==> config.mk <==
export PLATFORM = sky130hd
export DESIGN_NAME = recovery_regfile_ckpt
export DESIGN_NICKNAME = d
export VERILOG_FILES = /design/src/rtl/recovery_pkg.sv /design/src/rtl/recovery_replay_fsm.sv /design/src/rtl/recovery_regfile_ckpt.sv
export SDC_FILE = /design/constraint.sdc
export NUM_CORES = 2
export LEC_CHECK = 0
export CELL_PAD_IN_SITES_DETAIL_PLACEMENT = 2
export CELL_PAD_IN_SITES_GLOBAL_PLACEMENT = 2
export CORE_MARGIN = 3
export CORE_UTILIZATION = 51
export DETAILED_ROUTE_END_ITERATION = 6
export PLACE_DENSITY_LB_ADDON = 0.1
export SLEW_MARGIN = 15
export SYNTH_ARGS = -nofsm -noshare
export SYNTH_HDL_FRONTEND = slang
export SYNTH_SLANG_ARGS = --single-unit
==> constraint.sdc <==
create_clock -name clk -period 82.5 [get_ports clk]
set_clock_uncertainty 0.1 [all_clocks]
set_input_delay 16.5 -clock clk [delete_from_list [all_inputs] [get_ports clk]]
set_output_delay 16.5 -clock clk [all_outputs]
set_load 0.02 [all_outputs]
==> src/rtl/recovery_pkg.sv <==
// Shared types and defaults for the TMR recovery path (checkpoint regfile, voter, TMR regfile).
package recovery_pkg;

    localparam int DEF_DATA_W = 32;
    localparam int DEF_DEPTH  = 32;

    typedef enum logic [1:0] {
        IDLE = 2'd0,
        SCAN = 2'd1,
        DONE = 2'd2
    } state_t;

    // Address width for a given depth; never returns less than one bit.
    function automatic int clog2(input int value);
        return (value <= 2) ? 1 : $clog2(value);
    endfunction

endpackage

==> src/rtl/recovery_replay_fsm.sv <==
// Replay sequencer: walks every index once, presenting valid entries as stream beats.
// One cycle per skipped entry; a presented beat holds until rs_ready.
module recovery_replay_fsm
    import recovery_pkg::*;
#(
    parameter  int DEPTH  = DEF_DEPTH,
    localparam int ADDR_W = clog2(DEPTH)
) (
    input  logic              clk,
    input  logic              rst,
    input  logic              restore_req,
    input  logic [DEPTH-1:0]  valid,
    input  logic              rs_ready,
    output logic              rs_valid,
    output logic [ADDR_W-1:0] rs_addr,
    output logic              restore_busy,
    output logic              restore_done
);

    state_t            state;
    logic [ADDR_W-1:0] idx;
    logic              advance;
    logic              last;

    // Valid bits are frozen while busy, so a presented beat cannot change under the consumer.
    assign rs_valid = (state == SCAN) && valid[idx];
    assign rs_addr  = idx;
    assign advance  = !valid[idx] || rs_ready;
    assign last     = (idx == ADDR_W'(DEPTH - 1));

    always_ff @(posedge clk or posedge rst) begin
        if (rst) begin
            state        <= IDLE;
            idx          <= '0;
            restore_busy <= 1'b0;
            restore_done <= 1'b0;
        end else begin
            case (state)
                IDLE: begin
                    if (restore_req) begin
                        state        <= SCAN;
                        idx          <= '0;
                        restore_busy <= 1'b1;
                    end
                end
                SCAN: begin
                    if (advance) begin
                        if (last) begin
                            state        <= DONE;
                            restore_done <= 1'b1;
                        end else begin
                            idx <= idx + 1'b1;
                        end
                    end
                end
                DONE: begin
                    state        <= IDLE;
                    restore_busy <= 1'b0;
                    restore_done <= 1'b0;
                end
                default: begin
                    state        <= IDLE;
                    restore_busy <= 1'b0;
                    restore_done <= 1'b0;
                end
            endcase
        end
    end

endmodule

==> src/rtl/recovery_regfile_ckpt.sv <==
// Checkpoint register file: captures architectural writes, serves combinational reads,
// and replays valid entries over a valid/ready stream to re-seed the voted regfile.
module recovery_regfile_ckpt
    import recovery_pkg::*;
#(
    parameter  int DATA_W = DEF_DATA_W,
    parameter  int DEPTH  = DEF_DEPTH,
    parameter  int NUM_RD = 2,
    localparam int ADDR_W = clog2(DEPTH)
) (
    input  logic                     clk,
    input  logic                     rst_in,
    input  logic                     we,
    input  logic [ADDR_W-1:0]        waddr,
    input  logic [DATA_W-1:0]        wdata,
    input  logic [NUM_RD*ADDR_W-1:0] rd_addr,
    output logic [NUM_RD*DATA_W-1:0] rd_data,
    input  logic                     ckpt_clr,
    input  logic                     restore_req,
    output logic                     rs_valid,
    input  logic                     rs_ready,
    output logic [ADDR_W-1:0]        rs_addr,
    output logic [DATA_W-1:0]        rs_data,
    output logic                     restore_busy,
    output logic                     restore_done,
    output logic                     wr_drop,
    output logic [ADDR_W:0]          valid_count
);

    localparam logic [ADDR_W:0] DEPTH_W = (ADDR_W + 1)'(DEPTH);

    logic [DATA_W-1:0] mem [DEPTH];
    logic [DEPTH-1:0]  valid;
    logic [DEPTH-1:0]  valid_nxt;
    logic [ADDR_W:0]   count_nxt;
    logic              wr_ok;
    logic              clr_ok;

    assign wr_ok  = we && ({1'b0, waddr} < DEPTH_W) && !restore_busy;
    assign clr_ok = ckpt_clr && !restore_busy && !restore_req;

    // A clear with a same-cycle write leaves exactly the written entry valid.
    always_comb begin
        valid_nxt = clr_ok ? '0 : valid;
        count_nxt = clr_ok ? '0 : valid_count;
        if (wr_ok) begin
            valid_nxt[waddr] = 1'b1;
            if (clr_ok || !valid[waddr]) begin
                count_nxt = count_nxt + 1'b1;
            end
        end
    end

    always_ff @(posedge clk or posedge rst_in) begin
        if (rst_in) begin
            for (int i = 0; i < DEPTH; i++) begin
                mem[i] <= '0;
            end
            valid       <= '0;
            valid_count <= '0;
            wr_drop     <= 1'b0;
        end else begin
            if (wr_ok) begin
                mem[waddr] <= wdata;
            end
            valid       <= valid_nxt;
            valid_count <= count_nxt;
            wr_drop     <= we && !wr_ok;
        end
    end

    for (genvar k = 0; k < NUM_RD; k++) begin : g_rd
        logic [ADDR_W-1:0] a;
        assign a = rd_addr[k*ADDR_W +: ADDR_W];
        assign rd_data[k*DATA_W +: DATA_W] =
            (({1'b0, a} < DEPTH_W) && valid[a]) ? mem[a] : '0;
    end

    assign rs_data = mem[rs_addr];

    recovery_replay_fsm #(
        .DEPTH (DEPTH)
    ) u_fsm (
        .clk          (clk),
        .rst          (rst_in),
        .restore_req  (restore_req),
        .valid        (valid),
        .rs_ready     (rs_ready),
        .rs_valid     (rs_valid),
        .rs_addr      (rs_addr),
        .restore_busy (restore_busy),
        .restore_done (restore_done)
    );

endmodule
==> key figures <==
Floorplan
  • Die ar.: between 100000 and 150000 um2
  • Row count: 130
  • Die H: between 300 and 400 um
  • Io pins: about 160
  • Chip Width: 364.1 um
  • Core ar.: roughly 130000 um2
  • Initial Util: 0.5173

Final layout
  • Multi-input logic area: roughly 37000 um2
  • Area Overhead vs Synth: 11.07%
  • Fraction of layout cells with a size suffix above 1: 0.5306
  • FILL cells: between 10k and 15k
  • Nets: between 4k and 5k
  • FF/Latch Area: about 27000 um2

STA
  • Hold WS: between 400 and 500 ps
  • Max-slew headroom at the worst pin: 0.1647
  • Final hold vios: 0
  • Max-slew violations: 0
  • Tcrit/Tclk final: 0.4641
  • RSZ-0062 raised after global routing: false
  • Worst-margin pin slew: approximately 1300 ps
  • Final setup viols: 0
  • Peak Freq: between 20 and 30 MHz
  • Min Tclk post-route: roughly 38000 ps
  • Setup TNS: 0 ps

Drt
  • Pre-antenna DRT Iters: 5
  • Total Wirelength: about 260000 um
  • Via count: ~46k
  • Post-DRT Antenna Nets: 0
  • Vias per cell: a little under 8
  • DRC viols: 0
  • Mean routed wirelength per cell: around 44 um
  • Initial DRC Count: 4919

Worst setup path
  • Crit Path Category: primary input to output port
  • Crit path arrival time: around 22000 ps
  • Most frequent CP cell: buf_4
  • Worst path max stage delay: 770 ps
  • Largest delay share family, worst path: buffers and inverters
  • CP Data Required Time: between 60000 and 70000 ps
  • Worst setup SP type: primary input
  • Crit path cell chain: buf_8 > buf_4 > buf_4 > buf_4 > mux4_2 > mux4_2 > mux2i_1 > nor2_1 > clkdlybuf4s50_1
  • CP Buf/Inv Count: 5
  • Slowest-stage cell, CP: buf_4
  • Critical path peak fanout: 50
  • Crit end category: output port

Logic synthesis
  • Dominant cell type by area after synthesis: dfrtp_1
  • Area share of the largest cell type after synthesis: 0.4103
  • Post-synthesis cell type count: ~50
  • Mapped cell area: 65380 um2
  • Yosys reg bits: roughly 1.1k
  • Post-Syn Area per Cell: ~15 um2
  • Ys Warns: 0
  • Mapped Nets: about 4.3k
  • Gate Count Post-Synth: 4277
  • Async S/R FF share, synth: 1.000
  • Post-synth EDFFs: 0
  • Area contributors post-synth: dfrtp_1, mux4_2, mux2_2, mux2i_1, clkbuf_1
  • Top FF cell, synth: dfrtp_1
  • Register area share after synthesis: 0.4103

Global routing
  • Initial antenna violation count: 21
  • Grt ovf: 0
  • Largest net degree at the start of global routing: roughly 150
  • Vias in the first global route: between 50k and 60k
  • Gr usage total: 0.4039
  • First-pass GRT wire length: 385800 um

Job
  • Number of max-cap violations: 0

CTS
  • Root buffer cell: clkbuf_16
  • Worst skew pair latency: between 700 and 800 ps
  • Clk slew on worst S/H paths: 60 ps
  • CTS tree: done
  • CTS buffer count: 120
  • CTS max path bufs: 3
  • Sink Count: between 1k and 1.5k
  • CTS Hold Bufs: 0
  • Post CTS Setup Buffer Count: 0
  • H-tree depth: 3
  • Post-CTS resize count: 0

Place
  • Final HPWL DP: approximately 140000 um
  • I/O Buffers: ~160
  • Routability cong.: around 0.78

Power
  • Leakage: a little over 30 nW
  • Max IR drop VDD: 51.47 uV
  • Total power per unit cell area: roughly 33 nW/um2

Worst hold path
  • HP Class: flip-flop to flip-flop

Status
  • Status: complete, no violations
[final timing paths]
kind	cells past startpoint	slack [ps]	end	startpoint
min	1	420	u_fsm.restore_busy	u_fsm.state[1]
min in group asynchronous	2	16220	valid[1]	rst_in
min reg2reg	1	420	u_fsm.restore_busy	u_fsm.state[1]
max	9	44210	rd_data[23]	rd_addr[0]
max reg2reg	9	77330	u_fsm.rs_addr[0]	u_fsm.rs_addr[2]
max in group asynchronous	6	62100	mem[861]	rst_in
[worst register-to-register path, stage by stage (launching register included)]
cell and delay, ps:
dfrtp_2 650, buf_4 470, nand2_4 690, buf_4 740
buf_4 670, o221ai_1 300, o211ai_1 500, a211o_1 330
nor2b_4 290, mux2_4 320
[layer usage]
metal | routed length, um | track usage
met2 | 123400 | 0.6280
met3 | 23430 | 0.09349
met4 | 17680 | 0.2287
met5 | 86 | 0
met1 | 99370 | 0.5257
[power by group]
part,switching (mW),internal [mW]
Combinational,0.452,0.462
Sequential,0.183,0.666
Clock,0.243,0.376
[cells in the mapped netlist, types with 29 or more instances]
master,number
o22ai_1,38
or3_1,29
a21oi_1,97
o21ai_0,35
o31ai_1,32
dfrtp_1,1072
and2_1,34
clkbuf_1,298
nor2_1,97
mux2_2,1056
o221ai_1,60
buf_2,105
nand2_1,68
mux4_2,833
mux2i_1,239
buf_1,60
[kinds of logic (layout without fill, tap and decap cells)]
| group | after synthesis | in the layout | synth area share |
|---|---|---|---|
| simple gates | 260 | 260 | 0.01864 |
| flops | 1072 | 1072 | 0.4103 |
| buf+inv | 487 | 494 | 0.03136 |
| compound gates | 325 | 325 | 0.03313 |
| other cells | 0 | 9 | 0 |
| mux | 2130 | 2130 | 0.5060 |
| fa+ha+maj | 3 | 3 | 0.0005741 |
[state kept, by name, indices dropped and copies added (netlist names)]
register,flops
u_fsm.restore_done,1
wr_drop,1
u_fsm.rs_addr,5
mem,1024
u_fsm.state,2
u_fsm.restore_busy,1
valid_count,6
valid,32
[cell usage in the layout, fill, tap and decap left out, drive strengths merged, types with 38 or more instances in the layout]
cell	n
a21oi	97
buf	126
clkbuf	166
clkdlybuf4s50	136
dfrtp	1072
mux2	1057
mux2i	239
mux4	834
nand2	68
nor2	97
o221ai	60
o22ai	38
[stage by stage]
| step | util | power [mW] | area (um2) | instances | worst slack, ps |
|---|---|---|---|---|---|
| detailed placement | 0.5395 | 1.714 | 68190 | 5708 | 44120 |
| CTS | 0.5751 | 2.373 | 72680 | 5934 | 44080 |
| finish | 0.5746 | 2.382 | 72620 | 5943 | 44210 |
| global placement | 0.5395 | 1.659 | 68190 | 5708 | 44220 |
| floorplan | - | 1.403 | 65380 | 4277 | 35720 |
| global route | 0.5745 | 2.469 | 72600 | 5936 | 43880 |
[layout make-up]
cell class	count	share of cell area
tap	1650	0.02843
antenna	9	0.0003101
sequential	1072	0.3696
clock inverter	60	0.01359
timing repair buffer	262	0.03244
clock buffer	166	0.04823
inverter	6	0.0004824
multi-input combinational	2718	0.5069
No activity file was read; power rests on OpenSTA's default activity.
